$ cat src/rtl/pt2262_pkg.sv
// Shared types, alpha-unit timing constants and the per-trit PWM shape
// for the PT2262-compatible encoder.
package pt2262_pkg;

    typedef enum logic [1:0] {T0, T1, TF} trit_t;
    typedef enum logic [1:0] {LOAD, DATA, SYNC} state_t;

    localparam int BIT_UNITS  = 32;
    localparam int SYNC_UNITS = 128;
    localparam int SHORT      = 4;
    localparam int LONG       = 12;
    localparam int WORD_BITS  = 12;
    localparam int UNIT_W     = 7;

    // Each bit is two half-bits of 16 units: a high pulse then low filler.
    // The first half is long only for '1'; the second half is short only for '0'.
    function automatic logic pulse_level(trit_t trit, logic [UNIT_W-1:0] unit_cnt);
        logic [UNIT_W-1:0] half_pos;
        int                high_units;
        if (unit_cnt < UNIT_W'(BIT_UNITS / 2)) begin
            half_pos   = unit_cnt;
            high_units = (trit == T1) ? LONG : SHORT;
        end else begin
            half_pos   = unit_cnt - UNIT_W'(BIT_UNITS / 2);
            high_units = (trit == T0) ? SHORT : LONG;
        end
        return half_pos < UNIT_W'(high_units);
    endfunction

endpackage

$ cat src/rtl/pt2262_addr_decode.sv
// Splits the tri-state address pins into a binary value and a float mask.
module pt2262_addr_decode #(
    parameter int ADDR_W = 8
) (
    input  logic [ADDR_W-1:0] a,
    output logic [ADDR_W-1:0] a_01,
    output logic [ADDR_W-1:0] a_f
);

    genvar gi;
    generate
        for (gi = 0; gi < ADDR_W; gi++) begin : g_trit
            // Anything that is not a clean 0 or 1 (Z or X) is coded as float.
            assign a_f[gi]  = (a[gi] !== 1'b0) && (a[gi] !== 1'b1);
            assign a_01[gi] = (a[gi] === 1'b1);
        end
    endgenerate

endmodule

$ cat src/rtl/pt2262_encoder.sv
// PT2262-compatible encoder: 8 address trits, 4 data bits and a sync bit,
// sent back-to-back as PWM on cod_o with registered outputs.
module pt2262_encoder
    import pt2262_pkg::*;
#(
    parameter int ALPHA_CYCLES = 250,
    parameter int ADDR_W       = 8,
    parameter int DATA_W       = 4
) (
    input  logic              clk,
    input  logic              reset,
    input  logic [ADDR_W-1:0] A,
    input  logic [DATA_W-1:0] D,
    output logic              sync,
    output logic              cod_o
);

    localparam int WB = ADDR_W + DATA_W;
    localparam int AW = (ALPHA_CYCLES > 1) ? $clog2(ALPHA_CYCLES) : 1;
    localparam int BW = (WB > 1) ? $clog2(WB) : 1;
    localparam logic [AW-1:0]     ALPHA_LAST = AW'(ALPHA_CYCLES - 1);
    localparam logic [BW-1:0]     BIT_LAST   = BW'(WB - 1);
    localparam logic [UNIT_W-1:0] BIT_LAST_U  = UNIT_W'(BIT_UNITS - 1);
    localparam logic [UNIT_W-1:0] SYNC_LAST_U = UNIT_W'(SYNC_UNITS - 1);

    logic [ADDR_W-1:0] a_01;
    logic [ADDR_W-1:0] a_f;

    pt2262_addr_decode #(.ADDR_W(ADDR_W)) u_addr_decode (
        .a    (A),
        .a_01 (a_01),
        .a_f  (a_f)
    );

    state_t            state_reg, state_next;
    logic [AW-1:0]     alpha_reg, alpha_next;
    logic [UNIT_W-1:0] unit_reg, unit_next;
    logic [BW-1:0]     bit_reg, bit_next;
    logic [ADDR_W-1:0] a01_reg, a01_next;
    logic [ADDR_W-1:0] af_reg, af_next;
    logic [DATA_W-1:0] d_reg, d_next;
    logic              cod_reg, cod_next;
    logic              sync_reg, sync_next;
    logic              load;
    trit_t             trit_next;

    // Word order: A[0]..A[ADDR_W-1], then D from MSB down to LSB.
    function automatic trit_t sel_trit(int idx, logic [ADDR_W-1:0] a01,
                                       logic [ADDR_W-1:0] af, logic [DATA_W-1:0] d);
        trit_t t;
        t = T0;
        for (int i = 0; i < ADDR_W; i++)
            if (idx == i) t = af[i] ? TF : (a01[i] ? T1 : T0);
        for (int j = 0; j < DATA_W; j++)
            if (idx == ADDR_W + j) t = d[DATA_W-1-j] ? T1 : T0;
        return t;
    endfunction

    always_comb begin
        state_next = state_reg;
        alpha_next = alpha_reg;
        unit_next  = unit_reg;
        bit_next   = bit_reg;
        a01_next   = a01_reg;
        af_next    = af_reg;
        d_next     = d_reg;
        load       = 1'b0;

        case (state_reg)
            DATA: begin
                if (alpha_reg != ALPHA_LAST) begin
                    alpha_next = alpha_reg + 1'b1;
                end else begin
                    alpha_next = '0;
                    if (unit_reg != BIT_LAST_U) begin
                        unit_next = unit_reg + 1'b1;
                    end else begin
                        unit_next = '0;
                        if (bit_reg != BIT_LAST) begin
                            bit_next = bit_reg + 1'b1;
                        end else begin
                            bit_next   = '0;
                            state_next = SYNC;
                        end
                    end
                end
            end
            SYNC: begin
                if (alpha_reg != ALPHA_LAST) begin
                    alpha_next = alpha_reg + 1'b1;
                end else begin
                    alpha_next = '0;
                    if (unit_reg != SYNC_LAST_U) unit_next = unit_reg + 1'b1;
                    else                         load = 1'b1;
                end
            end
            default: load = 1'b1;
        endcase

        // Loading shares the edge that starts bit 0, so every word is exactly
        // 512 alpha long, including the first one after reset.
        if (load) begin
            state_next = DATA;
            alpha_next = '0;
            unit_next  = '0;
            bit_next   = '0;
            a01_next   = a_01;
            af_next    = a_f;
            d_next     = D;
        end

        trit_next = sel_trit(int'(bit_next), a01_next, af_next, d_next);
        sync_next = (state_next == SYNC);
        cod_next  = sync_next ? (unit_next < UNIT_W'(SHORT))
                              : pulse_level(trit_next, unit_next);
    end

    always_ff @(posedge clk or negedge reset) begin
        if (!reset) begin
            state_reg <= LOAD;
            alpha_reg <= '0;
            unit_reg  <= '0;
            bit_reg   <= '0;
            a01_reg   <= '0;
            af_reg    <= '0;
            d_reg     <= '0;
            cod_reg   <= 1'b0;
            sync_reg  <= 1'b0;
        end else begin
            state_reg <= state_next;
            alpha_reg <= alpha_next;
            unit_reg  <= unit_next;
            bit_reg   <= bit_next;
            a01_reg   <= a01_next;
            af_reg    <= af_next;
            d_reg     <= d_next;
            cod_reg   <= cod_next;
            sync_reg  <= sync_next;
        end
    end

    assign cod_o = cod_reg;
    assign sync  = sync_reg;

endmodule

$ cat config.mk
export PLATFORM = sky130hd
export DESIGN_NAME = pt2262_encoder
export DESIGN_NICKNAME = d
export VERILOG_FILES = /design/src/rtl/pt2262_pkg.sv /design/src/rtl/pt2262_addr_decode.sv /design/src/rtl/pt2262_encoder.sv
export SDC_FILE = /design/constraint.sdc
export NUM_CORES = 1
export LEC_CHECK = 0
export CORE_MARGIN = 1
export CORE_UTILIZATION = 40
export CTS_BUF_LIST = sky130_fd_sc_hd__clkbuf_8 sky130_fd_sc_hd__clkbuf_16
export DETAILED_ROUTE_END_ITERATION = 6
export GPL_ROUTABILITY_DRIVEN = 0
export PLACE_DENSITY = 0.61
export SKIP_CTS_REPAIR_TIMING = 1
export SLEW_MARGIN = 10
export SYNTH_ARGS = -nofsm -noshare
export SYNTH_HDL_FRONTEND = slang
export SYNTH_SLANG_ARGS = --single-unit
$ cat constraint.sdc
create_clock -name clk -period 6.5 [get_ports clk]
set_input_delay 0.65 -clock clk [delete_from_list [all_inputs] [get_ports clk]]
set_output_delay 0.65 -clock clk [all_outputs]
set_load 0.05 [all_outputs]
==> report_table.html <==
<table>
<tr><th>Metric</th><th>Value</th></tr>
<tr><th colspan="2">Outcome</th></tr>
<tr><td>Status</td><td>completed</td></tr>
<tr><th colspan="2">Clock network</th></tr>
<tr><td>CTS root buffer</td><td>clkbuf_8</td></tr>
<tr><td>H-tree depth</td><td>2</td></tr>
<tr><td>Clock Sinks</td><td>43</td></tr>
<tr><td>Skew-Pair Late Insertion Delay</td><td>0.30 ns</td></tr>
<tr><td>CTS tree</td><td>done</td></tr>
<tr><td>Clock-pin slew reported for the worst setup and hold paths after clock tree synthesis</td><td>0.08 ns</td></tr>
<tr><td>Clock Tree Buf Depth</td><td>2</td></tr>
<tr><td>TritonCTS Buffers</td><td>5</td></tr>
<tr><th colspan="2">Logic synthesis</th></tr>
<tr><td>Number of synthesized register bits</td><td>43</td></tr>
<tr><td>Cell area after synthesis</td><td>approximately 2600 um2</td></tr>
<tr><td>Predominant post-synthesis flop cell</td><td>dfrtp_1</td></tr>
<tr><td>Synth async-reset ratio</td><td>100%</td></tr>
<tr><td>Number of enable flip-flop cells after synthesis</td><td>0</td></tr>
<tr><td>Yosys synthesis warning count</td><td>0</td></tr>
<tr><td>Synth unique cells</td><td>59</td></tr>
<tr><td>Sequential cell area fraction in the yosys report</td><td>between 40% and 50%</td></tr>
<tr><td>Number of nets in the synthesized netlist</td><td>between 300 and 400</td></tr>
<tr><td>Synthesized area divided by synthesized cell count</td><td>8.70 um2</td></tr>
<tr><td>Synthesized netlist cell count</td><td>between 200 and 300</td></tr>
<tr><th colspan="2">Route</th></tr>
<tr><td>First-pass iteration count of the detailed router</td><td>4</td></tr>
<tr><td>Vias after detailed routing</td><td>approximately 2100</td></tr>
<tr><td>Total Wirelength</td><td>5.76 mm</td></tr>
<tr><td>Drt first-iter violations</td><td>141</td></tr>
<tr><td>Residual DRC</td><td>0</td></tr>
<tr><td>Post-DR wirelength/cell</td><td>14.9 um</td></tr>
<tr><td>Post-DRT Antenna Nets</td><td>0</td></tr>
<tr><td>Average vias per placed instance</td><td>between 5 and 6</td></tr>
<tr><th colspan="2">Global route</th></tr>
<tr><td>Wire length of the first global-routing pass</td><td>a little over 10 mm</td></tr>
<tr><td>Number of antenna violations at the first check in global routing</td><td>0</td></tr>
<tr><td>Global Route met2 Usage</td><td>between 30% and 40%</td></tr>
<tr><td>M3 GR Usage</td><td>around 3.7%</td></tr>
<tr><td>Total Routing Usage GR</td><td>about a fifth</td></tr>
<tr><td>Global-route met1 utilization</td><td>approximately a quarter</td></tr>
<tr><td>Global route hottest layer</td><td>met2</td></tr>
<tr><td>Largest net degree at the start of global routing</td><td>44</td></tr>
<tr><td>Final global-route overflow total</td><td>0</td></tr>
<tr><td>Number of global-route vias before repair</td><td>2078</td></tr>
<tr><th colspan="2">STA</th></tr>
<tr><td>Period utilization</td><td>52.3%</td></tr>
<tr><td>Unrepaired setup endpoints after global routing</td><td>no</td></tr>
<tr><td>Setup total negative slack</td><td>0 ns</td></tr>
<tr><td>Final setup violating endpoints</td><td>0</td></tr>
<tr><td>Fin. Hold Viols</td><td>0</td></tr>
<tr><td>Final Slew Violations</td><td>0</td></tr>
<tr><td>Final critical delay including setup and external delays</td><td>around 3.4 ns</td></tr>
<tr><td>Worst setup skew after layout</td><td>0.00760 ns</td></tr>
<tr><td>Top achievable clock speed</td><td>slightly below 300 MHz</td></tr>
<tr><td>Worst relative slew slack</td><td>a little over a third</td></tr>
<tr><td>Worst-Margin Slew</td><td>~0.96 ns</td></tr>
<tr><td>Minimum setup slack in the final design</td><td>approximately 3.1 ns</td></tr>
<tr><th colspan="2">Setup path</th></tr>
<tr><td>Worst Path Arrival</td><td>between 3 and 4 ns</td></tr>
<tr><td>CP max FO</td><td>11</td></tr>
<tr><td>Worst EP required</td><td>6.69 ns</td></tr>
<tr><td>Critical Path Sink Type</td><td>register</td></tr>
<tr><td>CP startpoint kind</td><td>register</td></tr>
<tr><td>Path type of the worst setup path</td><td>reg -&gt; reg</td></tr>
<tr><td>R2R Setup Slk</td><td>around 3.1 ns</td></tr>
<tr><th colspan="2">Placement</th></tr>
<tr><td>DPL Wire Length</td><td>between 4 and 5 mm</td></tr>
<tr><td>Area post-placement</td><td>~2800 um2</td></tr>
<tr><td>Post-placement worst setup slack</td><td>around 3.2 ns</td></tr>
<tr><td>PortBufs</td><td>15</td></tr>
<tr><th colspan="2">Power</th></tr>
<tr><td>Leakage power summed over all cells</td><td>between 1 and 1.5 nW</td></tr>
<tr><td>Overall power after layout</td><td>approximately 510 uW</td></tr>
<tr><td>Highest ir drop seen on vdd</td><td>a little over 0.1 mV</td></tr>
<tr><td>Power per cell area</td><td>176 nW/um2</td></tr>
<tr><th colspan="2">Layout</th></tr>
<tr><td>Area delta synth-&gt;final</td><td>12.6%</td></tr>
<tr><td>Antenna cells</td><td>0</td></tr>
<tr><td>Most common cell after layout, fill and taps aside</td><td>nand2_1</td></tr>
<tr><td>Final core area utilization</td><td>a little under half</td></tr>
<tr><td>Nets</td><td>331</td></tr>
<tr><td>Layout cells sized above 1</td><td>under 10%</td></tr>
<tr><td>Top library cells by usage in the layout, fill and taps aside</td><td>53 x nand2_1, 43 x dfrtp_1, 25 x nor2_1</td></tr>
<tr><td>Final instance area</td><td>a little under 3000 um2</td></tr>
<tr><th colspan="2">Worst hold path</th></tr>
<tr><td>Hold Path Class</td><td>reg -&gt; reg</td></tr>
<tr><th colspan="2">Floorplanning</th></tr>
<tr><td>Area of the core</td><td>around 6000 um2</td></tr>
<tr><td>Number of cell rows</td><td>28</td></tr>
<tr><td>Initial standard-cell utilization of the core</td><td>roughly 42%</td></tr>
<tr><td>Horizontal die dimension</td><td>between 80 and 90 um</td></tr>
<tr><td>IO Count</td><td>16</td></tr>
<tr><td>Overall die area</td><td>6740 um2</td></tr>
<tr><td>Die Height</td><td>82.1 um</td></tr>
<tr><th colspan="2">Run</th></tr>
<tr><td>Max Cap Viol</td><td>0</td></tr>
</table>
-- stage by stage --
| step | instances | hold slack [ns] |
|---|---|---|
| 6_report | 385 | 0.467 |
| 4_1_cts | 385 | 0.474 |
| 2_1_floorplan | 295 | 0.354 |
| 3_3_place_gp | 377 | 0.456 |
| 3_5_place_dp | 377 | 0.450 |
| 5_1_grt | 385 | 0.498 |
-- where the power goes --
| part | internal [mW] | total (mW) | switching, mW |
|---|---|---|---|
| sequential | 0.271 | 0.273 | 0.00172 |
| combinational | 0.00938 | 0.0189 | 0.00955 |
| clock | 0.124 | 0.218 | 0.0937 |
| total | 0.405 | 0.510 | 0.105 |
-- routing by layer --
layer / routed length, um / part of all wire (%)
met5: 0 / 0
met4: 127 / 2.2
met3: 171 / 3.0
met2: 2670 / 46
met1: 2780 / 48
-- cell families after synthesis --
group / Yosys count / share of synthesized area [%]
AOI/OAI and AO/OA: 74 / 19.2
xor gates and xnor gates: 4 / 1.36
adders and majority gates: 8 / 3.90
buffers and inverters: 23 / 3.80
DFF: 43 / 41.9
muxes: 2 / 0.780
and+or+nand+nor: 141 / 29.0
-- synthesized netlist by cell type, types with 2 or more instances --
master / instances / area (um2)
nand2_1: 53 / 199
dfrtp_1: 43 / 1080
nor2_1: 25 / 93.8
o21ai_0: 24 / 120
a21oi_1: 13 / 65.1
inv_1: 13 / 48.8
nand3_1: 11 / 55.1
ha_1: 8 / 100
and2_1: 6 / 37.5
clkbuf_1: 6 / 22.5
and3_1: 5 / 31.3
nand2b_1: 5 / 31.3
nand3b_1: 5 / 37.5
a21o_1: 4 / 30.0
nor3_1: 4 / 20.0
nor4b_1: 4 / 35.0
o21ai_1: 4 / 20.0
buf_2: 3 / 15.0
nor3b_1: 3 / 22.5
or3_1: 3 / 18.8
xnor2_1: 3 / 26.3
a21oi_2: 2 / 17.5
a22oi_1: 2 / 15.0
a31oi_1: 2 / 12.5
mux2i_1: 2 / 20.0
nor2_4: 2 / 22.5
nor4_1: 2 / 12.5
nor4b_2: 2 / 30.0
o211ai_1: 2 / 15.0
o221ai_1: 2 / 17.5
o22a_1: 2 / 17.5
o31ai_1: 2 / 15.0
o41ai_1: 2 / 17.5
-- layout make-up --
type,instances,area (um2)
fillers,599,3170
inverters,13,48.8
flip-flops and latches,43,1080
well taps,75,93.8
multi-input cells,229,1390
clock buffers,6,82.6
repair buffers,17,160
clock inverters,2,35.0
-- worst max-delay path, cell delays in order (launching register included) --
cell,delay [ns]
dfrtp_1,0.50
ha_1,0.32
and3b_1,0.24
nor2_1,0.32
nor4_1,0.08
a21oi_1,0.34
nor4b_1,0.10
o41ai_1,0.41
o211ai_1,0.16
a22oi_2,0.19
ha_1,0.16
nor2_1,0.05
a21boi_0,0.12
o2bb2a_1,0.28
-- final timing paths --
path,start,to,depth (start not counted)
max reg2reg,bit_reg[0],cod_o,13
min reg2reg,a01_reg[1],a01_reg[1],2
min in group asynchronous,reset,alpha_reg[6],1
max,bit_reg[0],cod_o,13
min,a01_reg[1],a01_reg[1],2
max in group asynchronous,reset,a01_reg[0],1
Note: power is estimated with default switching activity, not from simulation.
==> RTL change, RTL diff (same flow settings) <==
Put one more register stage on the output `cod_o`, cleared by the reset. The value now appears one clock later. The other outputs are not delayed to match. Comments in the files are not updated.
--- a/src/rtl/pt2262_encoder.sv
+++ b/src/rtl/pt2262_encoder.sv
@@ -141,3 +141,9 @@
 
-    assign cod_o = cod_reg;
+    always_ff @(posedge clk or negedge reset) begin
+        if (!reset) begin
+            cod_o <= '0;
+        end else begin
+            cod_o <= cod_reg;
+        end
+    end
     assign sync  = sync_reg;
Check against the original RTL: not equivalent (a bounded check fails within 4 cycles, from zero or initial values and one cycle with reset low).
==> RTL change against the unedited design <==
  * Cell area up 1.0%
  * First-iteration DRC count fell by 31%
  * Worst setup slack got worse by 0.37 ns
  * Sequential cell count rose by 1
  * Total power rose by 0.17%
  * Wire length shrank 3.3%
  * Area after synthesis is 1.7% higher
  * Critical path type unchanged
  * Largest power group unchanged
==> RTL change: results <==
export IMPL_status="finished, final reports clean"
export IMPL_drtIter0Drc=97
export IMPL_grt_usage=0.180
export IMPL_critical_path_slowest_cell="nor4_4"
export IMPL_syn_inst=294
export IMPL_switchingPower_mw=0.108
export IMPL_vias_per_cell=5.62
export IMPL_nets=325
export IMPL_wl_per_cell_um=14.6
export IMPL_place_ws_ns=2.75
export IMPL_grt_max_degree=45
export IMPL_synth_area_mux_share=0.0321
export IMPL_yosys_top_cells_count="nand2_1 (51), dfrtp_1 (44), a21oi_1 (13), nor2_1 (13), clkbuf_1 (12)"
export IMPL_stdcell_count=380
export IMPL_finClkSkew_ns=0.00654
export IMPL_grt_pass1_vias=2003
export IMPL_dp_cells=372
export IMPL_holdPathStages=0
export IMPL_period_share=0.580
export IMPL_vdd_ir_drop_worst_mv=0.105
export IMPL_dp_hpwl_mm=3.89
export IMPL_cp_slowest_stage_delay_ns=0.57
export IMPL_reg2reg_slack_ns=2.73
export IMPL_final_layout_size_suffix_gt1_frac=0.0726
export IMPL_reg2reg_to="cod_reg"
export IMPL_synth_area_top_cells="dfrtp_1 (42%), nand2_1 (7.3%), ha_1 (4.3%), and2_1 (2.6%), nand2b_1 (2.6%)"
export IMPL_p_leak_nw=1.27
export IMPL_rr_worst_depth=14
export IMPL_synth_compound_area_frac=0.171
export IMPL_arrival_ns=3.98
## RTL change: changes by cell type after synthesis, sizes merged, moves of 5 or more
cell,change
o21ai,-10
nand2b,+6
clkbuf,+6
a31oi,+5
nor2,-12
nor4b,-5
## RTL change: cells by family after synthesis
family	count (synthesis)
and+or+nand+nor	138
xor gates and xnor gates	3
muxes	8
AOI/OAI and AO/OA	67
adders and majority gates	9
DFF	44
buffers and inverters	25
## RTL change: routing by layer
layer | GRT usage | wire (um)
met1 | 0.247 | 2840
met2 | 0.278 | 2430
met3 | 0.0339 | 192
met4 | 0.0707 | 99
met5 | 0 | 0
## RTL change: area by class of cell
type | instances | area, um^2
clock inverters | 3 | 47.5
repair buffers | 17 | 160
well taps | 77 | 96.3
flip-flops and latches | 44 | 1100
inverters | 9 | 33.8
fillers | 661 | 3390
clock buffers | 5 | 68.8
multi-input cells | 225 | 1410
## RTL change: worst max-delay path by stage
stage	from	end	slack, ns	cells after the start
after CTS	state_reg[1]	cod_reg	2.69	14
after detailed placement	state_reg[1]	cod_reg	2.75	14
after global routing	state_reg[1]	cod_reg	2.40	14
final	state_reg[1]	cod_reg	2.73	14
after floorplan	state_reg[1]	cod_reg	3.31	14
after global placement	state_reg[1]	cod_reg	2.88	14
## RTL change: power by group through the flow
stage                     Sequential, mW  Clock, mW  Combinational (mW)
final                              0.280      0.213              0.0184
after global routing               0.280      0.226              0.0213
after CTS                          0.280      0.218              0.0191
after detailed placement           0.285          0              0.0190
after global placement             0.285          0              0.0187
after floorplan                    0.284          0             0.00499
## RTL change: worst register-to-register path: stages (launching register included)
cell and delay [ns]:
dfrtp_1 0.39, inv_1 0.09, ha_1 0.28, or3b_4 0.42
nor4_4 0.57, mux2i_1 0.30, or3b_1 0.40, a21oi_1 0.19
o31ai_2 0.07, a31oi_1 0.21, nor3_2 0.07, ha_1 0.27
o21ai_1 0.17, nand3b_1 0.10, o22ai_1 0.15
## RTL change: per-stage QoR
| stage | instance area (um^2) | hold WS [ns] |
|---|---|---|
| after floorplan | 2610 | 0.331 |
| after detailed placement | 2800 | 0.346 |
| after global placement | 2800 | 0.337 |
| after global routing | 2920 | 0.370 |
| final | 2920 | 0.360 |
| after CTS | 2920 | 0.366 |
